===== src/rtl/tbird_seq_lights_pkg.sv =====
// Shared types and helpers for the Thunderbird tail-light sequencer.
package tbird_pkg;

  typedef enum logic [2:0] {IDLE, LEFT, RIGHT, HAZ, DARK} tbird_state_t;

  // Widest lamp bank per side the sequencer supports.
  localparam int MAX_LAMPS = 8;

  // k low-order ones, clipped to the lamp count of one side.
  function automatic logic [MAX_LAMPS-1:0] lamp_mask(input logic [3:0] k, input int lamps);
    logic [MAX_LAMPS-1:0] m;
    m = '0;
    for (int i = 0; i < MAX_LAMPS; i++) begin
      if ((i < int'(k)) && (i < lamps)) m[i] = 1'b1;
    end
    return m;
  endfunction

endpackage


===== src/rtl/tbird_seq_lights_if.sv =====
// Request/lamp bundle between the turn-signal controls and the sequencer.
interface tbird_seq_lights_if #(
  parameter int LAMPS = 3
);
  logic                 left;
  logic                 right;
  logic                 hazard;
  logic [2*LAMPS-1:0]   lights;
  logic                 busy;

  modport master (output left, output right, output hazard, input lights, input busy);
  modport slave  (input left, input right, input hazard, output lights, output busy);
endinterface


===== src/rtl/tbird_seq_lights_step_div.sv =====
// Step prescaler: emits a single-cycle strobe every DIV cycles while run is high.
module step_div #(
  parameter int DIV = 4
) (
  input  logic clk,
  input  logic reset,
  input  logic run,
  output logic step
);
  localparam int CW = $clog2(DIV + 1);

  logic [CW-1:0] cnt;

  assign step = run && (cnt == CW'(DIV - 1));

  // Count while running; dropping run clears the count so a new phase starts at 0.
  always_ff @(posedge clk) begin
    if (reset || !run) begin
      cnt <= '0;
    end else if (step) begin
      cnt <= '0;
    end else begin
      cnt <= cnt + CW'(1);
    end
  end
endmodule


===== src/rtl/tbird_seq_lights.sv =====
// Thunderbird tail-light sequencer: turn sweeps, hazard sweeps and a dark gap.
module tbird_seq_lights
  import tbird_pkg::*;
#(
  parameter int LAMPS = 3,
  parameter int DIV   = 4
) (
  input  logic               clk,
  input  logic               reset,
  tbird_seq_lights_if.slave  bus
);
  tbird_state_t state;
  logic [3:0]   k;
  logic         preempt;
  logic         run;
  logic         step;

  // A turn sweep yields to hazard (or both turn stalks) immediately.
  assign preempt = ((state == LEFT) || (state == RIGHT)) &&
                   (bus.hazard || (bus.left && bus.right));
  // Holding the prescaler low on preemption restarts the HAZ phase from 0.
  assign run     = (state != IDLE) && !preempt;

  step_div #(.DIV(DIV)) u_div (
    .clk   (clk),
    .reset (reset),
    .run   (run),
    .step  (step)
  );

  // Sequencer FSM: IDLE decode, sweep stepping, preemption and dark gap.
  always_ff @(posedge clk) begin
    if (reset) begin
      state <= IDLE;
      k     <= 4'd1;
    end else begin
      case (state)
        IDLE: begin
          k <= 4'd1;
          if (bus.hazard || (bus.left && bus.right)) state <= HAZ;
          else if (bus.left)                         state <= LEFT;
          else if (bus.right)                        state <= RIGHT;
          else                                       state <= IDLE;
        end
        LEFT, RIGHT, HAZ: begin
          if (preempt) begin
            state <= HAZ;
            k     <= 4'd1;
          end else if (step) begin
            if (k == 4'(LAMPS)) state <= DARK;
            else                k     <= k + 4'd1;
          end
        end
        DARK: begin
          if (step) begin
            state <= IDLE;
            k     <= 4'd1;
          end
        end
        default: begin
          state <= IDLE;
          k     <= 4'd1;
        end
      endcase
    end
  end

  logic [LAMPS-1:0] lmask;
  logic [LAMPS-1:0] rmask;

  // Lamp decode from registered state only; right half is mirrored so lamp A sits next to the centre.
  always_comb begin
    lmask      = LAMPS'(lamp_mask(k, LAMPS));
    rmask      = '0;
    for (int i = 0; i < LAMPS; i++) rmask[i] = lmask[LAMPS-1-i];
    bus.lights = '0;
    case (state)
      LEFT:    bus.lights[2*LAMPS-1:LAMPS] = lmask;
      RIGHT:   bus.lights[LAMPS-1:0]       = rmask;
      HAZ:     bus.lights                  = {lmask, rmask};
      default: bus.lights                  = '0;
    endcase
    bus.busy = (state != IDLE);
  end
endmodule


===== src/flat_wrapper.sv =====
// flat-port wrapper written by rule: the top's interface ports become plain ports
module tbird_seq_lights_flat import tbird_pkg::*;
#(
  parameter int LAMPS = 3,
  parameter int DIV   = 4
)
  (clk, reset, bus_left, bus_right, bus_hazard, bus_lights, bus_busy);
  tbird_seq_lights_if #(.LAMPS(LAMPS)) bus_i ();
  input  logic clk;
  input  logic reset;
  input wire logic [$bits(bus_i.left)-1:0] bus_left;
  input wire logic [$bits(bus_i.right)-1:0] bus_right;
  input wire logic [$bits(bus_i.hazard)-1:0] bus_hazard;
  output wire logic [$bits(bus_i.lights)-1:0] bus_lights;
  output wire logic [$bits(bus_i.busy)-1:0] bus_busy;
  assign bus_i.left = bus_left;
  assign bus_i.right = bus_right;
  assign bus_i.hazard = bus_hazard;
  assign bus_lights = bus_i.lights;
  assign bus_busy = bus_i.busy;
  tbird_seq_lights #(.LAMPS(LAMPS), .DIV(DIV)) u_core (.clk(clk), .reset(reset), .bus(bus_i));
endmodule

===== config.mk =====
export PLATFORM = sky130hd
export DESIGN_NAME = tbird_seq_lights_flat
export DESIGN_NICKNAME = d
export VERILOG_FILES = /design/src/rtl/tbird_seq_lights_pkg.sv /design/src/rtl/tbird_seq_lights_if.sv /design/src/rtl/tbird_seq_lights_step_div.sv /design/src/rtl/tbird_seq_lights.sv /design/src/flat_wrapper.sv
export SDC_FILE = /design/constraint.sdc
export NUM_CORES = 1
export LEC_CHECK = 0
export CAP_MARGIN = 20
export CORE_MARGIN = 2
export CORE_UTILIZATION = 33
export CTS_BUF_LIST = sky130_fd_sc_hd__clkbuf_8
export DETAILED_ROUTE_END_ITERATION = 8
export PLACE_DENSITY_LB_ADDON = 0.08
export RECOVER_POWER = 25
export SLEW_MARGIN = 20
export SYNTH_ARGS = -nofsm -noshare
export SYNTH_HDL_FRONTEND = slang
export SYNTH_SLANG_ARGS = --single-unit

===== constraint.sdc =====
create_clock -name clk -period 1.6 [get_ports clk]
set_input_delay 0.24 -clock clk [delete_from_list [all_inputs] [get_ports clk]]
set_output_delay 0.24 -clock clk [all_outputs]
set_load 0.02 [all_outputs]

Yosys cells after proc, flatten, opt, wreduce, memory -nomap -nowiden
Index checks and enable logic that the tools add are counted.
{ "word_totals": {"memories": 0, "ram_bits": 0, "register_bits": 10, "mem_bits_ro": 0, "latchBits": 0, "out_inout_bits": 7, "wordCells": 53, "in_bits": 5} }
{ "op_classes": {"multipliers": 0, "n_addsub": 2, "bitwise_logic": 0, "n_shift": 0, "n_mux": 18, "div_mod_pow": 0, "order_cmp": 3, "n_reduce_logical": 17, "n_eq_ne": 10} }
{ "ops": {"columns": ["operator", "n"], "rows": [
  ["$mux 3", 8],
  ["$mux 4", 4],
  ["$eq 3x2->1 const B", 3],
  ["$pmux 3 s3", 1],
  ["$lt 1x4->1 const A", 2],
  ["$pmux 4 s2", 1],
  ["$ne 3x1->1 const B", 2],
  ["$reduce_and 3->1", 2],
  ["$reduce_or 2->1", 3],
  ["$add 4x1->4 const B", 1],
  ["$eq 4x2->1 const B", 1],
  ["$logic_and 1x1->1", 4],
  ["$lt 2x4->1 const A", 1],
  ["$add 3x1->3 const B", 1],
  ["$eq 3x1->1 const B", 1],
  ["$eq 3x3->1 const B", 1],
  ["$logic_not 3->1", 1],
  ["$logic_or 1x1->1", 3],
  ["$mux 1", 3],
  ["$ne 3x2->1 const B", 1],
  ["$reduce_bool 3->1", 1],
  ["$reduce_or 3->1", 1],
  ["$logic_not 1->1", 2],
  ["$mux 2", 1],
  ["$ne 2x1->1 const B", 1]
]} }

Longest topological paths before layout
Gate-level depths: netlist of run 1.
{ "logic_depth": {"word_depth": 9, "ltp_mapped": 7, "mapped_depth_nobuf": 6} }

Hierarchy
Synthesis of run 1 repeated with hierarchy kept, for this count alone.
{ "unflattened": {"cells_unflattened": 80, "hier_area_um2": 685.7} }
{ "modules_own_cells": {"columns": ["module", "seq_area_each_um2", "area_each_um2", "cells_each", "n_inst"], "rows": [
  ["tbird_seq_lights", 140.1, 559.3, 70, 1],
  ["step_div", 60.1, 126.4, 10, 1]
]} }

Worst setup path after synthesis of run 1
OpenSTA, ideal clock, no wires.
{ "synth_path": {"path_type": "register to register", "from": "register u_core.u_div.cnt[0]", "to": "register u_core.state[0]", "required_ns": 1.542, "n_path_buf": 1, "stages_incl_launch_ff": 7, "setup_time_ns": 0.058, "setup_slack_ns": 0.128, "arrival_ns": 1.414, "period_less_slack_ns": 1.472, "cell_sequence": "dfxtp_1 ha_1 ha_1 buf_2 and3_1 a221oi_2 o21a_1"} }
{ "synth_between": {"elab_chain_cells": 4, "elab_cells_between_ends": 5, "classes_between": "eq/ne: 3; reduce/logical: 2"} }
{ "synth_rtl": {"columns": ["item", "line_no", "source"], "rows": [
  ["start: declaration", "tbird_seq_lights_step_div.sv:12", "logic [CW-1:0] cnt;"],
  ["start signal: assignment", "tbird_seq_lights_step_div.sv:23", "cnt <= cnt + CW'(1);"],
  ["$eq 3x2->1 *", "tbird_seq_lights_step_div.sv:14", "assign step = run && (cnt == CW'(DIV - 1));"],
  ["$logic_and 1x1->1 *", "tbird_seq_lights_step_div.sv:14", null],
  ["$ne 3x1->1 (no source line) or $ne 2x1->1 (tied branches)", null, null],
  ["$reduce_and 3->1 (no source line) *", null, null],
  ["end signal: assignment", "tbird_seq_lights.sv:34", "state <= IDLE;"],
  ["end signal: assignment", "tbird_seq_lights.sv:40", "if (bus.hazard || (bus.left && bus.right)) state <= HAZ;"],
  ["end signal: assignment", "tbird_seq_lights.sv:41", "else if (bus.left) state <= LEFT;"],
  ["end: declaration", "tbird_seq_lights.sv:12", "tbird_state_t state;"]
]} }
Every way passes the cells marked *; elsewhere a longest branch is shown, timed or not.
A chain may end at the register's enable or synchronous reset.

Worst setup path in the final report of run 1
{ "layout_path": {"from": "register u_core.k[0]", "to": "output port bus_lights[0]"} }
{ "layout_between": {"elab_chain_cells": 3} }
{ "layout_rtl": {"columns": ["item", "line_no", "source"], "rows": [
  ["start: declaration", "tbird_seq_lights.sv:13", "logic [3:0] k;"],
  ["start signal: assignment", "tbird_seq_lights.sv:51", "else k <= k + 4'd1;"],
  ["$lt 2x4->1", "tbird_seq_lights_pkg.sv:14", "if ((i < int'(k)) && (i < lamps)) m[i] = 1'b1;"],
  ["$mux 1", "tbird_seq_lights_pkg.sv:14", null],
  ["$mux 3", "tbird_seq_lights.sv:77", "case (state)"],
  ["end: declaration", "flat_wrapper.sv:14", "output wire logic [$bits(bus_i.lights)-1:0] bus_lights;"]
]} }
No other way between the ends.

==> reports/metrics.yaml, run 1 <==
outcome: "finished clean"
synth_most_common_cell: "nor2_1"
cts-hold-fix-buffers: 0
path_clk_slew_ns: 0.05
drc: 0
routedWlPerCell_um: 11.54
worst_setup_path_end_kind: "primary output"
start_kind: "flip-flop"
worstPathMaxFanout: 3
synthCells: 86
layout.nets: 120
die_y_um: 50.65
worstPathRequired_ns: 1.36
synthToLayoutAreaGrowth_pct: 35.02
p_per_area_nw_per_um2: 784.4
dpl.hpwl_um: 1244
n_fill_cell: 201
ys.warnings.count: 0
synth-edff-count: 0
yosysTopAreaCell: "dfxtp_1"
path_class: "flip-flop to primary output"
final.period_utilization: 0.9503
total_power_w: 0.0007607
coreArea_um2: 2002
die_area_um2: 2565
drt_first_pass_iters: 4
grt-ovfl-total: 0
cts_root_buf: "clkbuf_8"
avgSynthCellArea_um2: 8.351
rr_startpoint: "u_core.u_div.cnt[0]"
ys_seq_area_frac: 0.2787
clock-sinks: 10
grt_max_degree: 10
setup_viol: 0
max-vdd-ir-drop_mv: 0.5245
h-tree-depth: 1
setup.worst_path.start: "u_core.k[0]"
clkLatencyLatePin_ns: 0.24
grt_pass1_vias: 643
numCtsBuffers: 3
grt.total_usage: 0.1401
rsz0062_at_grt: "no"
r2r_end: "u_core.state[0]"
skew_ns: 0.006016
cts_buffer_depth: 2
cts_tree: "built"
synth.distinct_cells: 34
synth_top_cell_area_share: 0.2787
ys_seq_elements: 10
place_area_um2: 923.4
syn_area_um2: 718.2
fin_area_um2: 969.7
antenna_found_initial: 0
r2r_setup_slack_ns: 0.13
min_period_ns: 1.520
tightest_slew_ns: 0.2772
max_slew_margin: 0.8132
p_leak_nw: 0.4040
start_util: 0.3588
maxCapViolCount: 0
reg2reg_depth: 5
cp.arrival_ns: 1.28
drt_wl_total_um: 1569
die_w_um: 50.65
synthArstFlopShare: 0
antenna_left: 0
io_pins: 12
drt_iter0_drc: 9
finalMaxSlewViolations: 0
portBuffers: 11
synthTopCellsByCount: "nor2_1, dfxtp_1, inv_1, nand2_1, ha_1"
endpoint: "bus_lights[0]"
synth_ff_type: "dfxtp_1"
via_count: 663
hold_viol_final: 0
fp-row-count: 16
via_per_inst: 4.875
fmaxAchievable_mhz: 657.7
syn-num-nets: 96
grt_pass1_wl_um: 2746
fin_tns_setup_ns: 0
min_path_type: "flip-flop to flip-flop"
drive_gt1_frac: 0.2936
synth_area_leaders: "dfxtp_1, nor2_1, ha_1, inv_1, nand2_1"
gp_congestion: 0.7746
diodes: 0
==> state kept, by name, summed over array words and instances, names as in the netlist <==
name / flops
u_core.u_div.cnt: 3
u_core.state: 3
u_core.k: 4
==> per-stage QoR <==
stage	utilization	hold slack, ns	worst slack [ns]	instances
after floorplan	-	0.3124	0.1280	86
after global placement	0.4613	0.4121	-0.06564	132
after detailed placement	0.4613	0.4147	-0.08557	132
after CTS	0.4856	0.4230	0.004374	136
after global routing	0.4844	0.4373	0.007053	136
final	0.4844	0.4201	0.07958	136
==> cells by family after synthesis <==
group / count (synthesis) / synth area share
AO/OA/AOI/OAI: 20 / 0.2561
flip-flops: 10 / 0.2787
adder cells (fa/ha/maj): 6 / 0.1063
buffers and inverters: 11 / 0.07667
AND/OR/NAND/NOR: 39 / 0.2822
==> layout make-up <==
cell class | count | area (um2) | share of cell area
Inverter | 7 | 26.28 | 0.02710
Tap cell | 27 | 33.78 | 0.03484
Sequential cell | 10 | 200.2 | 0.2065
Timing Repair Buffer | 23 | 186.4 | 0.1923
Multi-Input combinational cell | 65 | 467.9 | 0.4826
Clock buffer | 4 | 55.05 | 0.05677
==> worst min path at each step <==
stage	startpoint	endpoint	slack, ns	depth (start not counted)
after floorplan	reset	u_core.state[2]	0.31	1
after global placement	u_core.u_div.cnt[0]	u_core.u_div.cnt[0]	0.41	1
after detailed placement	u_core.u_div.cnt[0]	u_core.u_div.cnt[0]	0.41	1
after CTS	u_core.u_div.cnt[0]	u_core.u_div.cnt[0]	0.42	1
after global routing	u_core.u_div.cnt[0]	u_core.u_div.cnt[0]	0.44	1
final	u_core.u_div.cnt[0]	u_core.u_div.cnt[0]	0.42	1
==> cells in the final DEF (no fill, tap or decap) <==
master and instances:
nor2_1 17, buf_4 12, dfxtp_1 10, inv_1 7, nand2_1 7, ha_1 4, clkbuf_8 4, clkdlybuf4s50_1 4
a21oi_1 3, o21a_1 3, dlygate4sd2_1 3, nand2b_1 2, nor3_2 2, nand4_1 2, nand3_1 2, o21ai_0 2
o31a_1 2, clkdlybuf4s15_1 2, clkbuf_2 2, nor2_2 1, or3_4 1, a21oi_2 1, maj3_4 1, o21ai_2 1
o41ai_2 1, o22ai_1 1, o22a_1 1, nor3b_1 1, o311ai_2 1, o21ai_1 1, and3_1 1, a41o_1 1
a221oi_2 1, nand4bb_1 1, nor4b_2 1, nand3_2 1, o32ai_2 1, ha_2 1
==> what timing repair did <==
item                       CTS  global route
gates resized for setup      9             7
setup buffers                0             0
setup endpoints to repair    7             8
==> report_power, final <==
group	switching [W]	leakage, nW	internal [W]
Clock	0.0000990	0.0288	0.000216
Combinational	0.0000984	0.294	0.0000767
Sequential	0.00000798	0.0814	0.000262
Total	0.000205	0.404	0.000555
==> critical path: stages (launching register included) <==
cell	delay, ns
dfxtp_1	0.33
ha_1	0.21
nor3_2	0.14
nor2_1	0.06
dlygate4sd2_1	0.31
==> per-layer routing <==
layer,global-route usage,vias to the layer above,part of all wire
li1,-,348,-
met1,0.1777,297,0.48
met2,0.2193,13,0.45
met3,0.01786,5,0.033
met4,0.09459,0,0.031
met5,0,-,0
(Power assumes the default switching activity.)
==> inputs of run 2 (changes only) <==
--- a/config.mk
+++ b/config.mk
@@ -6,9 +6,10 @@
 export NUM_CORES = 1
 export LEC_CHECK = 0
 export CAP_MARGIN = 20
-export CORE_MARGIN = 2
+export CORE_MARGIN = 4
 export CORE_UTILIZATION = 33
 export CTS_BUF_LIST = sky130_fd_sc_hd__clkbuf_8
+export CTS_CLUSTER_DIAMETER = 80
 export DETAILED_ROUTE_END_ITERATION = 8
 export PLACE_DENSITY_LB_ADDON = 0.08
 export RECOVER_POWER = 25
==> reports/metrics.yaml, run 2 (synthesis gave the netlist of run 1 again) <==
r2r_setup_slack_ns: 0.13  # about the same
antenna_left: 0  # unchanged
worstPathRequired_ns: 1.36  # about the same
sw_frac_of_total: 0.2801  # +0.01005
h-tree-depth: 1  # unchanged
worst_setup_path_end_kind: "primary output"
portBuffers: 11  # unchanged
p_leak_nw: 0.4062  # +0.54%
antenna_found_initial: 0  # unchanged
cts-hold-fix-buffers: 0  # unchanged
r2r_end: "u_core.state[0]"
path_clk_slew_ns: 0.05  # about the same
worstHoldStart: "u_core.u_div.cnt[0]"
hold_viol_final: 0  # unchanged
die_y_um: 54.65  # +7.9%
diodes: 0  # unchanged
setup_viol: 0  # unchanged
reg2reg_depth: 5  # unchanged
drive_gt1_frac: 0.2778  # -0.01580
fp-row-count: 16  # unchanged
place_inst: 131  # -0.76%
rr_startpoint: "u_core.u_div.cnt[0]"
finalMaxSlewViolations: 0  # unchanged
fmaxAchievable_mhz: 650.5  # -1.1%
drt_wl_total_um: 1536  # -2.1%
pre_cts_ws_ns: -0.08226  # +0.003315 ns
min_period_ns: 1.537  # +0.01691 ns
grt.total_usage: 0.1216  # -0.01856
start_kind: "flip-flop"
clock-sinks: 10  # unchanged
cts_buffer_depth: 2  # unchanged
layout.nets: 119  # -0.83%
coreArea_um2: 2022  # +1.0%
layout_common_cells: "nor2_1, buf_4, dfxtp_1"
grt_pass1_wl_um: 2504  # -8.8%
drc: 0  # unchanged
reg_top3: "u_core.k (4), u_core.state (3), u_core.u_div.cnt (3)"
cp.arrival_ns: 1.30  # +0.02 ns
pwr-share-clk: 0.421  # +0.007
worstPathMaxFanout: 4  # +1
clkLatencyLatePin_ns: 0.24  # about the same
p_sw_w: 0.0002162  # +5.3%
numCtsBuffers: 3  # unchanged
p_int_w: 0.0005557  # about the same
p_per_area_nw_per_um2: 800.2  # +2.0%
drt_first_pass_iters: 4  # unchanged
total_power_w: 0.0007719  # +1.5%
largest_reg_flops: 4  # unchanged
skew_ns: 0.0007403  # -0.005276 ns
dpl.hpwl_um: 1203  # -3.3%
crit_chain: "or3_4, dlygate4sd2_1"
rsz0062_at_grt: "no"
cts_root_buf: "clkbuf_8"
p_comb_frac: 0.229  # about the same
outcome: "finished clean"
max_stage_delay_ns: 0.40  # +0.07 ns
routedWlPerCell_um: 11.38  # -1.4%
synthToLayoutAreaGrowth_pct: 34.32
gp_congestion: 0.7948  # +2.6%
hold_end: "u_core.u_div.cnt[0]"
via_per_inst: 4.822  # -1.1%
grt-ovfl-total: 0  # unchanged
tightest_slew_ns: 0.3214  # +0.04426 ns
final_common_cell: "nor2_1"
io_pins: 12  # unchanged
p_seq_frac: 0.350  # -0.005
fin_tns_setup_ns: 0  # unchanged
regMostFlops: "u_core.k"
start_util: 0.3552  # -0.003552
layout.cells.non_filler: 135  # -0.74%
die_area_um2: 2987  # +16%
path_class: "flip-flop to primary output"
setup_ws_ns: 0.06266  # -0.01691 ns
cp_num_buf_inv: 1  # unchanged
grt_max_degree: 11  # +1
final.period_utilization: 0.9608  # +0.01057
cts_tree: "built"
holdPathStages: 1  # unchanged
via_count: 651  # -1.8%
drt_iter0_drc: 15  # +6
cpLargestDelayFamily: "simple AND/OR/NAND/NOR gates"
max-vdd-ir-drop_mv: 0.4156  # -21%
die_w_um: 54.65  # +7.9%
crit_path_top_delay_cell: "or3_4"
maxCapViolCount: 0  # unchanged
grt_pass1_vias: 551  # -14%
max_slew_margin: 0.7834  # -0.02975
min_path_type: "flip-flop to flip-flop"
post-cts-setup-buffers: 0  # unchanged
==> run 2: power by group through the flow <==
stage | Clock (W) | Combinational [W] | Sequential [W]
after global placement | 0 | 0.000189 | 0.000276
after CTS | 0.000336 | 0.000180 | 0.000270
after detailed placement | 0 | 0.000191 | 0.000275
final | 0.000325 | 0.000177 | 0.000270
after global routing | 0.000353 | 0.000194 | 0.000272
after floorplan | 0 | 0.000105 | 0.000284
==> run 2: worst max-delay path by stage <==
stage                                    from         endpoint  slack (ns)  cells after the start
after floorplan           u_core.u_div.cnt[0]  u_core.state[0]        0.13                      6
after global placement               bus_left      u_core.k[0]       -0.06                      5
after detailed placement             bus_left      u_core.k[0]       -0.08                      5
after CTS                         u_core.k[0]    bus_lights[3]        0.01                      4
after global routing              u_core.k[0]    bus_lights[5]      0.0005                      4
final                         u_core.state[2]         bus_busy        0.06                      2
==> run 2: per-layer routing <==
layer	up-vias	wire length, um	GRT usage
li1	349	-	-
met1	283	787	0.1550
met2	14	609	0.1713
met3	5	94	0.02725
met4	0	46	0.09959
met5	-	0	0
==> run 2: final cells by class <==
type	instances	area (um2)
repair buffers	22	176.4
flip-flops and latches	10	200.2
fillers	203	1057
well taps	27	33.78
multi-input cells	65	473.0
clock buffers	4	55.05
inverters	7	26.28
==> run 2: metrics by stage <==
stage / util / hold WS, ns / area (um2)
after global placement: 0.4530 / 0.4153 / 915.9
after global routing: 0.4771 / 0.4637 / 964.7
after detailed placement: 0.4530 / 0.4119 / 915.9
final: 0.4771 / 0.4220 / 964.7
after CTS: 0.4759 / 0.4237 / 962.2
after floorplan: - / 0.3124 / 718.2
==> run 2: repair_timing <==
item | 4_1_cts | 5_1_grt
endpoints found under the setup margin | 7 | 6
resized for setup | 7 | 6
cloned | 0 | 0
